**src/rtl/spi_frame_master_pkg.sv**
```systemverilog
// Shared definitions for the SPI register-frame initiator: FSM states,
// default frame width and the register addresses used on the frame bus.
package spi_frame_master_pkg;

  localparam int unsigned FRAME_BITS_DEFAULT = 16;

  localparam logic [7:0] REG_LED = 8'd7;
  localparam logic [7:0] REG_MUX = 8'd8;
  localparam logic [7:0] REG_DAC = 8'd9;

  typedef enum logic [2:0] {
    ST_IDLE,
    ST_SETUP,
    ST_SHIFT_HI,
    ST_SHIFT_LO,
    ST_HOLD,
    ST_GAP
  } state_t;

endpackage

```
**src/rtl/spi_frame_master_half_tick.sv**
```systemverilog
// SCLK half-period divider: tick marks the last clk cycle of each
// CLK_DIV-cycle half-period; held at the start of a period while clear is high.
module spi_half_tick #(
  parameter int unsigned CLK_DIV = 4
) (
  input  logic clk,
  input  logic rst,
  input  logic clear,
  output logic tick
);

  localparam int unsigned CW = $clog2(CLK_DIV + 1);

  logic [CW-1:0] cnt;

  assign tick = !clear && (cnt == CW'(CLK_DIV - 1));

  always_ff @(posedge clk) begin
    if (rst || clear || tick) begin
      cnt <= '0;
    end else begin
      cnt <= cnt + CW'(1);
    end
  end

endmodule

```
**src/rtl/spi_frame_master.sv**
```systemverilog
// SPI initiator for one register frame per start: shifts tx_data out MSB first
// on MOSI while capturing MISO, with CS setup/hold and a CS-high gap after each frame.
module spi_frame_master
  import spi_frame_master_pkg::*;
#(
  parameter int unsigned FRAME_BITS = FRAME_BITS_DEFAULT,
  parameter int unsigned CLK_DIV    = 4
) (
  input  logic                  clk,
  input  logic                  rst,
  input  logic                  start,
  input  logic [FRAME_BITS-1:0] tx_data,
  output logic                  busy,
  output logic                  done,
  output logic [FRAME_BITS-1:0] rx_data,
  output logic                  spi_cs,
  output logic                  spi_clk,
  output logic                  spi_mosi,
  input  logic                  spi_miso
);

  localparam int unsigned BW = $clog2(FRAME_BITS + 1);

  state_t                  state;
  state_t                  state_next;
  logic                    tick;
  logic                    last_bit;
  logic [FRAME_BITS-1:0]   tx_sr;
  logic [FRAME_BITS-1:0]   rx_sr;
  logic [BW-1:0]           bit_cnt;

  assign last_bit = (bit_cnt == BW'(FRAME_BITS));

  spi_half_tick #(
    .CLK_DIV(CLK_DIV)
  ) u_half_tick (
    .clk  (clk),
    .rst  (rst),
    .clear(state == ST_IDLE),
    .tick (tick)
  );

  always_ff @(posedge clk) begin
    if (rst) begin
      state <= ST_IDLE;
    end else begin
      state <= state_next;
    end
  end

  always_comb begin
    state_next = state;
    unique case (state)
      ST_IDLE:     if (start) state_next = ST_SETUP;
      ST_SETUP:    if (tick)  state_next = ST_SHIFT_HI;
      ST_SHIFT_HI: if (tick)  state_next = ST_SHIFT_LO;
      ST_SHIFT_LO: if (tick)  state_next = last_bit ? ST_HOLD : ST_SHIFT_HI;
      ST_HOLD:     if (tick)  state_next = ST_GAP;
      ST_GAP:      if (tick)  state_next = ST_IDLE;
      default:                state_next = ST_IDLE;
    endcase
  end

  // tx_sr holds only the bits still to be sent, so its MSB is always the next MOSI bit.
  always_ff @(posedge clk) begin
    if (rst) begin
      busy     <= 1'b0;
      done     <= 1'b0;
      rx_data  <= '0;
      spi_cs   <= 1'b1;
      spi_clk  <= 1'b0;
      spi_mosi <= 1'b0;
      tx_sr    <= '0;
      rx_sr    <= '0;
      bit_cnt  <= '0;
    end else begin
      done <= 1'b0;
      unique case (state)
        ST_IDLE: begin
          if (start) begin
            busy     <= 1'b1;
            spi_cs   <= 1'b0;
            spi_mosi <= tx_data[FRAME_BITS-1];
            tx_sr    <= {tx_data[FRAME_BITS-2:0], 1'b0};
            rx_sr    <= '0;
            bit_cnt  <= '0;
          end
        end
        ST_SETUP: begin
          if (tick) spi_clk <= 1'b1;
        end
        ST_SHIFT_HI: begin
          if (tick) begin
            spi_clk <= 1'b0;
            rx_sr   <= {rx_sr[FRAME_BITS-2:0], spi_miso};
            bit_cnt <= bit_cnt + BW'(1);
          end
        end
        ST_SHIFT_LO: begin
          if (tick && !last_bit) begin
            spi_clk  <= 1'b1;
            spi_mosi <= tx_sr[FRAME_BITS-1];
            tx_sr    <= tx_sr << 1;
          end
        end
        ST_HOLD: begin
          if (tick) begin
            spi_cs   <= 1'b1;
            spi_mosi <= 1'b0;
            done     <= 1'b1;
            rx_data  <= rx_sr;
          end
        end
        ST_GAP: begin
          if (tick) busy <= 1'b0;
        end
        default: begin
          busy <= 1'b0;
        end
      endcase
    end
  end

endmodule

```
**config.mk**
```make
export PLATFORM = sky130hd
export DESIGN_NAME = spi_frame_master
export DESIGN_NICKNAME = d
export VERILOG_FILES = /design/src/rtl/spi_frame_master_pkg.sv /design/src/rtl/spi_frame_master_half_tick.sv /design/src/rtl/spi_frame_master.sv
export SDC_FILE = /design/constraint.sdc
export NUM_CORES = 1
export LEC_CHECK = 0
export ABC_AREA = 1
export CAP_MARGIN = 10
export CORE_MARGIN = 2
export CORE_UTILIZATION = 30
export CTS_BUF_LIST = sky130_fd_sc_hd__clkbuf_2 sky130_fd_sc_hd__clkbuf_4 sky130_fd_sc_hd__clkbuf_8
export DETAILED_ROUTE_END_ITERATION = 6
export PLACE_DENSITY = 0.52
export SYNTH_ARGS = -nofsm -noshare
export SYNTH_HDL_FRONTEND = slang
export SYNTH_HIERARCHICAL = 1
export SYNTH_SLANG_ARGS = --single-unit
```
**constraint.sdc**
```tcl
create_clock -name clk -period 2.29 [get_ports clk]
set_clock_uncertainty 0.1 [all_clocks]
set_input_delay 0.687 -clock clk [delete_from_list [all_inputs] [get_ports clk]]
set_output_delay 0.687 -clock clk [all_outputs]
set_load 0.01 [all_outputs]
```
### Yosys cells after proc, flatten, opt, wreduce, memory -nomap -nowiden

Index checks and enable logic that the tools add are counted.

| cells by class | value |
|---|---|
| add/sub/neg operators | 2 |
| equality and inequality tests | 14 |
| mux-type cells | 29 |
| bitwise operators | 2 |
| reduce and logical (&&, ||, !) cells | 22 |

Operator list:

| cell | number |
|---|---|
| 16-bit 2-to-1 mux | 4 |
| 16-bit one-hot mux with 2 select lines | 2 |
| 3-bit 2-to-1 mux | 7 |
| 3-bit one-hot mux with 6 select lines | 1 |
| 2-bit inequality test (second input constant) | 7 |
| 3-bit AND reduction | 4 |
| 5-bit 2-to-1 mux | 2 |
| 5-bit one-hot mux with 2 select lines | 1 |
| 3-bit by 2-bit == test with 1-bit output (second input constant) | 3 |
| 1-bit one-hot mux with 3 select lines | 3 |
| 1-bit 2-to-1 mux | 8 |
| 4-bit AND reduction | 2 |
| 3-bit == test (second input constant) | 2 |
| 6-bit AND reduction | 1 |
| 2-bit nonzero test | 3 |
| 3-bit nonzero test | 2 |
| 5-bit by 1-bit adder with 5-bit output (second input constant) | 1 |
| 5-bit == test (second input constant) | 1 |
| 4-bit OR reduction | 1 |
| 3-bit by 1-bit adder with 3-bit output (second input constant) | 1 |
| 3-bit by 1-bit == test with 1-bit output (second input constant) | 1 |
| 3-bit logical NOT | 1 |
| 1-bit logical AND | 2 |
| 1-bit logical NOT | 2 |
| other kinds (5) | 7 |

| word-level totals | value |
|---|---|
| flip-flop bits (word level) | 64 |
| logic and storage cells | 80 |

### Depth between registers and ports, before layout

Gate-level depths: netlist (run 1).

| logic depth | value |
|---|---|
| word-level depth | 6 |
| gate-level depth with buffers | 12 |
| depth with buffers taken out | 11 |

### Hierarchy

Netlist (run 1), hierarchy kept.

Modules (own cells, without submodules):

| module | instances | cells an instance | area each (um2) |
|---|---|---|---|
| spi_frame_master | 1 | 329 | 2508.7 |
| spi_half_tick | 1 | 15 | 122.6 |

### Worst setup path before layout (run 1)

OpenSTA, ideal clock, no wires.

| timing path | value |
|---|---|
| path type | reg-to-reg |
| from | register state[0] |
| to | register rx_sr[10] |
| library setup time | 0.113 ns |
| arrival time | 1.579 ns |
| required time | 2.077 ns |
| setup slack | 0.497 ns |
| stages on the path, launching flop included | 12 |
| buffers on the path | 2 |
| period minus slack after synthesis | 1.793 ns |
| cell sequence | dfxtp_1 > inv_2 > nand2_2 > nor2_4 > nor2_1 > clkbuf_1 > o21ai_0 > inv_1 > nand2_2 > buf_2 > nor2_1 > nor2_1 |

| between the ends | value |
|---|---|
| longest elaborated chain between the ends | 5 |

Ends and longest elaborated chain:

| item | line | text |
|---|---|---|
| start, declared | spi_frame_master.sv:24 | `state_t state;` |
| start signal, assigned | spi_frame_master.sv:47 | `state <= state_next;` |
| 3-bit logical NOT | spi_frame_master.sv:39 | `.clear(state == ST_IDLE),` |
| 1-bit logical NOT | spi_frame_master_half_tick.sv:16 | `assign tick = !clear && (cnt == CW'(CLK_DIV - 1));` |
| 1-bit logical AND | spi_frame_master_half_tick.sv:16 |  |
| net tick | spi_frame_master.sv:26 | `logic tick;` |
| 2-bit inequality test (no line) | -- |  |
| 3-bit AND reduction (no line) | -- |  |
| end signal, assigned | spi_frame_master.sv:95 | `rx_sr <= {rx_sr[FRAME_BITS-2:0], spi_miso};` |
| end, declared | spi_frame_master.sv:29 | `logic [FRAME_BITS-1:0] rx_sr;` |

The timed path passes the listed nets, and every way through them passes these cells.
A chain may end at the register's enable or synchronous reset.

### Worst setup path after layout (run 1)

| timing path | value |
|---|---|
| from | register spi_mosi |
| to | output port spi_mosi |

RTL lines:

| item | line | text |
|---|---|---|
| start, declared | spi_frame_master.sv:18 | `output logic spi_mosi,` |
| start signal, assigned | spi_frame_master.sv:83 | `spi_mosi <= tx_data[FRAME_BITS-1];` |
| start signal, assigned | spi_frame_master.sv:102 | `spi_mosi <= tx_sr[FRAME_BITS-1];` |

No word-level cell between the ends.

==> key figures, run 1 <==
Outcome
  – Outcome: complete, no violations

Clock network
  – Root buffer cell: clkbuf_8
  – Post CTS Setup Buffer Count: 0
  – H-tree Lvls: 3
  – Clock Latency Late Sink: around 0.34 ns
  – CTS Buffer Depth: 2
  – CTS tree: built
  – CTS Hold Buffers Added: 0
  – Worst-path clk slew: 0.07 ns
  – CTS Buf Count: 9
  – Resized Gates After CTS: 0
  – Sink Count: 63

Timing
  – RSZ-0062 raised after global routing: false
  – Worst Max-Slew Pin Slew: 0.492 ns
  – Max_slew headroom: 67.2%
  – Period utilization: 87.8%
  – Final hold vios: 0
  – Total Negative Setup Slacks: 0 ns
  – Post-route worst setup slack: between 0.2 and 0.3 ns
  – Final Critical Period: 2.01 ns
  – Max Freq: around 500 MHz
  – Max Slew Vio Count: 0
  – Setup-failing EPs final: 0

Floorplan
  – Die X: 97.7 µm
  – Row cnt: 34
  – Core Region: 8590 µm²
  – Initial Util: 30.6%
  – Chip Height: 97.7 µm
  – Die area: 9540 µm²
  – I/O Pins: 41

Layout
  – Antenna cell count: 0
  – Area of the multi-input gates: 1190 µm²
  – Reg area: 1260 µm²
  – Synthesis-to-finish area growth: 25.9%
  – Layout Nets: 414
  – Layout cells sized above 1: 11.1%
  – Fill count: a little over 900

Critical path
  – CP Data Required Time: 1.50 ns
  – Worst Path Arrival: ~1.2 ns
  – Startpoint Class: flip-flop
  – Worst Path Max Fanout: 2
  – Critical Path Start: spi_mosi$_SDFFE_PP0P_
  – Reg2Reg Launch Point: state[0]$_SDFFE_PP0P_
  – Largest stage delay on the critical path: ~0.55 ns
  – Worst setup EP type: output port
  – CP max-delay cell: clkdlybuf4s50_1
  – Family with the most delay on the worst path: buffers and inverters
  – Crit-path cells: clkdlybuf4s50_1
  – CP Class: reg -> out
  – Buf+Inv Stages, Crit Path: 1

Synth
  – Number of cells produced by synthesis: 344
  – Synthesized net count: between 300 and 400
  – Synthesis-stage register bit count: 63
  – Synthesized area: 2630 µm²
  – Sequential share of the synthesized area: 47.9%
  – Cell variety after synth: 28
  – Async set or reset register ratio after synthesis: 0%
  – Mean post-synth cell area: around 7.6 µm²
  – EDFF count, synth: 0
  – Yosys warning total: 6
  – Dominant synthesized flop cell: dfxtp_1

Global route
  – Largest net degree at the start of global routing: 20
  – First-pass GRT wire length: approximately 9600 µm
  – Vias in the first global route: 2132
  – All-Layer GR Usage: roughly 12%
  – Initial antenna violation count: 0
  – Total gr overflow: 0

Power and ir drop
  – PwrDens: 935 nW/µm²
  – Leak: 1.45 nW
  – VDD IR max: 0.363 mV

Placed design
  – RD Place Congestion: 0.779
  – # port buffers: 40
  – Pre-CTS WS: approximately 0.075 ns
  – DPL Wire Length: 3770 µm

Flow run
  – Max-cap viol count: 0

Routing
  – Via Count: 2238
  – Final wirelength: 5420 µm
  – Routed len/inst: 10.8 µm
  – Vias per std cell: 4.45
  – 1st-iter DRT viols: 42
  – DRT Pass-1 Iters: 4
  – Final ANT Viol Nets: 0
  – DRC: 0

Min path
  – Hold Path Class: reg -> reg
  – HP Start: u_half_tick/cnt[0]$_SDFF_PP0_
worst paths after layout:
| check | cells after the start | slack (ns) | end |
|---|---|---|---|
| setup reg to reg | 10 | 0.36 | bit_cnt[0]$_SDFFE_PP0P_ |
| setup / recovery | 1 | 0.28 | spi_mosi |
| hold reg to reg | 1 | 0.32 | u_half_tick/cnt[0]$_SDFF_PP0_ |
| hold / removal | 1 | 0.32 | u_half_tick/cnt[0]$_SDFF_PP0_ |
registers in the layout, summed over array words and instances (netlist names):
signal and cells:
rx_data 16, rx_sr 16, tx_sr 15, bit_cnt 5
state 3, u_half_tick/cnt 3, busy 1, done 1
spi_clk 1, spi_cs 1, spi_mosi 1
per-layer routing:
metal  routed length (µm)  GRT usage [%]  vias up
li1                     -              -     1205
met1                 2590           14.8      986
met3                  243           4.32        6
met4                   70           4.81        0
met2                 2510           20.4       41
met5                    0              0        -
logic make-up after synthesis:
logic type	Yosys count	synth area share [%]
simple gates	179	29.1
flops	63	47.9
compound gates	60	13.8
buf+inv	37	6.94
fa+ha+maj	4	1.90
xor+xnor	1	0.333
cell usage in the layout, fill, tap and decap left out, types with 5 or more instances in the layout:
master	n
dfxtp_1	63
nand3_1	9
inv_1	16
clkdlybuf4s50_1	40
inv_2	7
nand2_2	5
o21ai_1	31
nor2_1	81
buf_4	9
a21oi_1	8
nand2_1	71
a22o_1	16
clkbuf_8	9
where the power goes:
group / total, mW / switching [mW] / internal (mW)
logic: 0.837 / 0.523 / 0.314
clock network: 0.850 / 0.433 / 0.416
registers: 1.41 / 0.138 / 1.27
total: 3.10 / 1.09 / 2.00
stage by stage:
step           cells  hold slack, ns  cell area (µm²)  util, %  total power [mW]
5_1_grt          503           0.346             3310     38.5              3.34
6_report         503           0.323             3310     38.5              3.10
2_1_floorplan    344           0.299             2630        -              2.08
3_5_place_dp     487           0.315             3140     36.5              2.28
3_3_place_gp     487           0.308             3140     36.5              2.27
4_1_cts          503           0.326             3310     38.5              3.15
cell type report:
cell class / count / share of cell area, %
clock buffer: 11 / 4.19
sequential: 63 / 38.1
multi-input combinational: 244 / 35.9
inverter: 23 / 2.61
timing repair buffer: 49 / 14.1
clock inverter: 5 / 1.06
tap: 108 / 4.08
synthesized netlist by cell type (3+ instances only):
cell / number / area share (%)
nor2_1: 81 / 12
nand2_1: 71 / 10
dfxtp_1: 63 / 48
o21ai_1: 31 / 5.9
a22o_1: 16 / 5.3
inv_1: 16 / 2.3
nand3_1: 9 / 1.7
a21oi_1: 8 / 1.5
inv_2: 7 / 1.0
buf_2: 5 / 0.95
nand2_2: 5 / 1.2
buf_6: 4 / 1.7
ha_1: 4 / 1.9
nand4_1: 4 / 0.95
clkbuf_1: 3 / 0.43
o21ai_0: 3 / 0.57
(Power assumes the default switching activity.)
==> run 2, diff against run 1 <==
ABC_AREA = not set   (was 1)
PLACE_DENSITY = 0.51   (was 0.52)
==> run 2 against run 1 <==
Against the previous run:
- worst setup slack got worse by 0.069 ns
- fmax is 3.3% lower
- global-route usage increased by 1.6 points
- sequential share of layout area fell by 2.6 points
- die area increased by 3.8%
- clock-buffer cell count shrank 2
- via count up 2.9%
- wire length rose by 18%
- highest routed layer unchanged
==> key figures, run 2 <==
Outcome
  – Outcome: complete, no violations

Floorplan
  – Chip Height: roughly 100 µm
  – Row cnt: 34
  – Core Region: 8760 µm²
  – Initial Util: 31.2%
  – Die X: about 100 µm
  – Die area: just under 10000 µm²
  – I/O Pins: 41

Layout
  – Fill count: 890
  – Synthesis-to-finish area growth: 30.0%
  – Commonest non-fill, non-tap cell in the layout: dfxtp_1
  – Layout cells sized above 1: roughly 14%
  – Commonest non-fill, non-tap cells in the layout: dfxtp_1 (63), clkdlybuf4s50_1 (40), a211oi_1 (29)
  – Post-route insts no fill: 443
  – Antenna cell count: 0
  – Largest registers: rx_data (16), rx_sr (16), tx_sr (15)
  – Layout Nets: 354
  – Post-layout util: 40.6%

Global route
  – All-Layer GR Usage: 14.0%
  – Vias in the first global route: 2245
  – Initial antenna violation count: 0
  – First-pass GRT wire length: 11100 µm
  – Total gr overflow: 0
  – Largest net degree at the start of global routing: 22

Critical path
  – Startpoint Class: flip-flop
  – Worst Path Max Fanout: 21
  – CP Data Required Time: 2.46 ns
  – CP Class: reg -> reg
  – Worst Path Arrival: between 2 and 2.5 ns
  – Worst r2r path cells: 7
  – Worst setup EP type: flip-flop

Timing
  – Final hold vios: 0
  – Setup-failing EPs final: 0
  – Period utilization: roughly nine tenths
  – Final Critical Period: 2.08 ns
  – Max_slew headroom: 78.3%
  – Max Freq: a little under 500 MHz
  – Total Negative Setup Slacks: 0 ns
  – RSZ-0062 raised after global routing: false
  – Worst Max-Slew Pin Slew: 0.317 ns
  – Max Slew Vio Count: 0

Routing
  – Final ANT Viol Nets: 0
  – 1st-iter DRT viols: 123
  – Via Count: ~2300
  – DRT Pass-1 Iters: 4
  – Routed len/inst: 14.5 µm
  – Final wirelength: approximately 6400 µm
  – DRC: 0
  – Vias per std cell: 5.20

Min path
  – Hold Path Class: reg -> reg
  – Worst hold path cell count: 1

Clock network
  – Resized Gates After CTS: 0
  – H-tree Lvls: 3
  – Sink Count: 63
  – CTS tree: built
  – CTS Hold Buffers Added: 0
  – CTS Buf Count: 9
  – Root buffer cell: clkbuf_8
  – Post CTS Setup Buffer Count: 0
  – Clock Latency Late Sink: ~0.34 ns
  – Worst-path clk slew: 0.08 ns
  – CTS Buffer Depth: 2

Placed design
  – DPL Wire Length: about 4200 µm
  – Inst Count DP: 427
  – RD Place Congestion: between 0.7 and 0.8
  – # port buffers: 40

Synth
  – Largest family of logic cells by synthesized area: compound AO/OA/AOI/OAI gates
  – Area leader, netlist: dfxtp_1
  – Dominant synthesized flop cell: dfxtp_1
  – Post-synthesis mux area share: 6.68%
  – Synthesis-stage register bit count: 63
  – Synthesized area: 2740 µm²
  – Synthesized net count: 307
  – Synth top cells by count: dfxtp_1 (63), a211oi_1 (29), a21oi_1 (24)
  – Simple-gate share of the synthesized area: 14.4%
  – Most common cell in the synthesized netlist: dfxtp_1
  – Number of cells produced by synthesis: 283
  – Mean post-synth cell area: around 9.7 µm²
  – Sequential share of the synthesized area: ~46%
  – Yosys warning total: 6
  – Synth top area share: a little under half
  – Synth Area in Compound Gates: 24.6%
  – Top cells by area, synth: dfxtp_1 (46%), a211oi_1 (8.0%), mux2i_1 (5.9%), a22o_1 (5.1%), a21oi_1 (4.4%)
  – Adder-Cell Fraction of Synth Area: 1.83%
  – Cell variety after synth: 46
  – Async set or reset register ratio after synthesis: 0%
  – Post-Synth XOR/XNOR Area: 0.320%
  – EDFF count, synth: 0

Power and ir drop
  – Leak: around 1.3 nW
  – PwrDens: 658 nW/µm²
  – VDD IR max: 0.301 mV

Flow run
  – Max-cap viol count: 0
## run 2: cell count changes in the layout (fill, tap and decap cells not counted), moves of 12 or more
| cell | previous run | this run |
|---|---|---|
| nor2_1 | 81 | 7 |
| nand2_1 | 71 | 6 |
| o21ai_1 | 31 | 0 |
| a211oi_1 | 0 | 29 |
| a21oi_1 | 8 | 24 |
| mux2i_1 | 0 | 16 |
| o21ai_0 | 3 | 19 |
| buf_4 | 9 | 21 |
## run 2: metrics by stage
stage / hold WS [ns] / area (µm²) / setup slack [ns] / power, mW
after floorplan: 0.302 / 2740 / 0.0109 / 1.27
after global placement: 0.316 / 3350 / -0.0461 / 1.37
after detailed placement: 0.318 / 3350 / -0.0612 / 1.37
after CTS: 0.332 / 3560 / 0.189 / 2.37
after global routing: 0.367 / 3560 / 0.0515 / 2.46
final: 0.329 / 3560 / 0.210 / 2.34
## run 2: critical path, cell delays in order (launching register included)
cell and delay (ns):
dfxtp_1 0.34, ha_1 0.15, ha_1 0.16, nor2b_1 0.28, mux2i_1 0.14, buf_4 0.22
or4_1 0.47, a21oi_1 0.15
## run 2: area by class of cell
type | instances | area, µm² | share of cell area (%)
Clock buffer | 9 | 124 | 3.48
Clock inverter | 7 | 80.1 | 2.25
Inverter | 8 | 30.0 | 0.844
Multi-Input combinational cell | 184 | 1310 | 36.8
Sequential cell | 63 | 1260 | 35.4
Tap cell | 108 | 135 | 3.80
Timing Repair Buffer | 64 | 618 | 17.4
## run 2: routing by layer
layer  part of all wire, %  track usage [%]
met5                     0                0
met4                   1.0             5.06
met3                   3.7             3.65
met2                    46             22.5
met1                    49             18.1
## run 2: power breakdown
part           leakage (nW)  switching, mW  total, mW  internal (mW)
combinational         0.704          0.104      0.207          0.103
clock                0.0964          0.483      0.996          0.513
sequential            0.512         0.0160       1.14           1.12
## run 2: final timing paths
kind	startpoint	end	slack, ns
hold reg to reg	u_half_tick/cnt[0]$_SDFF_PP0_	u_half_tick/cnt[0]$_SDFF_PP0_	0.33
hold / removal	u_half_tick/cnt[0]$_SDFF_PP0_	u_half_tick/cnt[0]$_SDFF_PP0_	0.33
setup / recovery	u_half_tick/cnt[0]$_SDFF_PP0_	bit_cnt[3]$_SDFFE_PP0P_	0.21
setup reg to reg	u_half_tick/cnt[0]$_SDFF_PP0_	bit_cnt[3]$_SDFFE_PP0P_	0.21
## run 2: cells by family (layout without fill, tap and decap cells)
| logic type | count (synthesis) | in the layout |
|---|---|---|
| AO/OA/AOI/OAI | 100 | 100 |
| XOR/XNOR | 1 | 1 |
| flip-flops | 63 | 63 |
| adder cells (fa/ha/maj) | 4 | 4 |
| buffers and inverters | 36 | 88 |
| multiplexers | 18 | 18 |
| AND/OR/NAND/NOR | 61 | 61 |
==> run 3, diff against run 2 <==
RECOVER_POWER = 100   (was not set)
SLEW_MARGIN = 40   (was not set)
==> run 3 against run 2 <==
Against the previous run:
- utilization shrank 0.36 points
- largest power group unchanged
- clock power is essentially flat
- combinational power fell by 4%
- worst hold slack lost 0.00053 ns
- register-to-register slack got worse by 0.04 ns
- fmax down 3.5%
==> key figures, run 3 (synthesis results as in run 2) <==
Layout
  – Area of the multi-input gates: 1300 µm²
  – Reg area: 1260 µm²
  – Layout Nets: 354
  – Synthesis-to-finish area growth: 28.9%
  – Layout cells sized above 1: between 10% and 20%
  – Largest registers: rx_data (16), rx_sr (16), tx_sr (15)
  – Commonest non-fill, non-tap cells in the layout: dfxtp_1 (63), a211oi_1 (29), a21oi_1 (24)
  – Post-layout util: 40.2%
  – Antenna cell count: 0
  – Commonest non-fill, non-tap cell in the layout: dfxtp_1
  – Fill count: 894
  – Fin area: 3530 µm²

Timing
  – Max Freq: 464 MHz
  – RSZ-0062 raised after global routing: false
  – Worst Hold Slack: 0.328 ns
  – Period utilization: 94.1%
  – Final Critical Period: 2.16 ns
  – Setup-failing EPs final: 0
  – Final hold vios: 0
  – Max Slew Vio Count: 0
  – Total Negative Setup Slacks: 0 ns
  – Max_slew headroom: a little over half
  – Worst Max-Slew Pin Slew: 0.704 ns

Critical path
  – Worst Path Max Fanout: 14
  – Startpoint Class: input pin
  – Worst setup EP type: flip-flop
  – CP Data Required Time: 2.42 ns
  – Family with the most delay on the worst path: buffers and inverters
  – Worst Path Arrival: 2.29 ns
  – CP Class: in -> reg
  – Largest stage delay on the critical path: 0.60 ns
  – Buf+Inv Stages, Crit Path: 2
  – Crit-path cells: dlygate4sd3_1 > clkbuf_1 > nor3b_1 > mux2_1
  – CP max-delay cell: dlygate4sd3_1

Global route
  – Initial antenna violation count: 0
  – Largest net degree at the start of global routing: 22
  – Total gr overflow: 0
  – First-pass GRT wire length: 11100 µm
  – Vias in the first global route: roughly 2200
  – All-Layer GR Usage: between 10% and 20%

Clock network
  – Resized Gates After CTS: 0
  – CTS Hold Buffers Added: 0
  – CTS Buffer Depth: 2
  – Clock Latency Late Sink: 0.34 ns
  – CTS Buf Count: 9
  – Sink Count: 63
  – CTS tree: built
  – Worst-path clk slew: 0.08 ns
  – H-tree Lvls: 3
  – Root buffer cell: clkbuf_8
  – Post CTS Setup Buffer Count: 0

Power and ir drop
  – P_sw: 0.601 mW
  – Switching Share: between 20% and 30%
  – Comb power frac: 8.5%
  – VDD IR max: around 0.30 mV
  – Clk pwr share: 42.7%
  – PwrDens: 662 nW/µm²
  – Sequential share of power: 48.8%
  – Int Power: 1.73 mW
  – Leak: ~1.4 nW

Placed design
  – DPL Wire Length: 4250 µm
  – Cell area after placement: 3350 µm²
  – RD Place Congestion: 0.753
  – # port buffers: 40

Floorplan
  – Core Region: a little under 9000 µm²
  – Row cnt: 34
  – Die area: 9900 µm²
  – I/O Pins: 41
  – Die X: between 90 and 100 µm
  – Initial Util: 31.2%
  – Chip Height: 99.5 µm

Min path
  – Hold Path Class: reg -> reg

Routing
  – DRT Pass-1 Iters: 4
  – Vias per std cell: 5.20
  – Final wirelength: 6400 µm
  – Final ANT Viol Nets: 0
  – 1st-iter DRT viols: 120
  – Via Count: 2305
  – Routed len/inst: between 10 and 15 µm
  – DRC: 0

Outcome
  – Outcome: complete, no violations

Flow run
  – Max-cap viol count: 0
run 3: cell count changes in the layout (fill, tap and decap cells not counted), sizes merged:
cell / delta
clkbuf: +3
buf: -3
clkdlybuf4s50: -23
dlygate4sd3: +23
run 3: path summary, 6_finish.rpt:
kind              slack, ns  cells past startpoint                             to                           from
setup / recovery       0.13                      4        bit_cnt[4]$_SDFFE_PP0P_                            rst
hold / removal         0.33                      1  u_half_tick/cnt[0]$_SDFF_PP0_  u_half_tick/cnt[0]$_SDFF_PP0_
setup reg to reg       0.17                      7        bit_cnt[3]$_SDFFE_PP0P_  u_half_tick/cnt[0]$_SDFF_PP0_
hold reg to reg        0.33                      1  u_half_tick/cnt[0]$_SDFF_PP0_  u_half_tick/cnt[0]$_SDFF_PP0_
run 3: layer usage:
layer | vias to the layer above | global-route usage [%] | part of all wire (%)
met5 | - | 0 | 0
met4 | 0 | 5.06 | 1.1
met3 | 7 | 3.65 | 3.7
met2 | 47 | 22.5 | 46
met1 | 1090 | 18.1 | 49
li1 | 1161 | - | -
run 3: final cells by class:
type,instances,share of cell area [%]
clock buffers,9,3.51
clock inverters,7,2.27
flip-flops and latches,63,35.8
well taps,108,3.83
repair buffers,64,17.0
multi-input cells,184,36.8
inverters,8,0.851
run 3: metrics by stage:
step	power (mW)	setup slack, ns	std cells
2_1_floorplan	1.27	0.0109	283
3_3_place_gp	1.37	-0.0461	427
3_5_place_dp	1.37	-0.0612	427
4_1_cts	2.37	0.189	443
5_1_grt	2.45	0.0335	443
6_report	2.33	0.134	443
run 3: power groups by stage:
stage,sequential (mW),combinational (mW),clock (mW)
6_report,1.14,0.198,0.996
5_1_grt,1.14,0.220,1.09
4_1_cts,1.14,0.210,1.02
3_5_place_dp,1.16,0.209,0
3_3_place_gp,1.17,0.208,0
2_1_floorplan,1.16,0.113,0
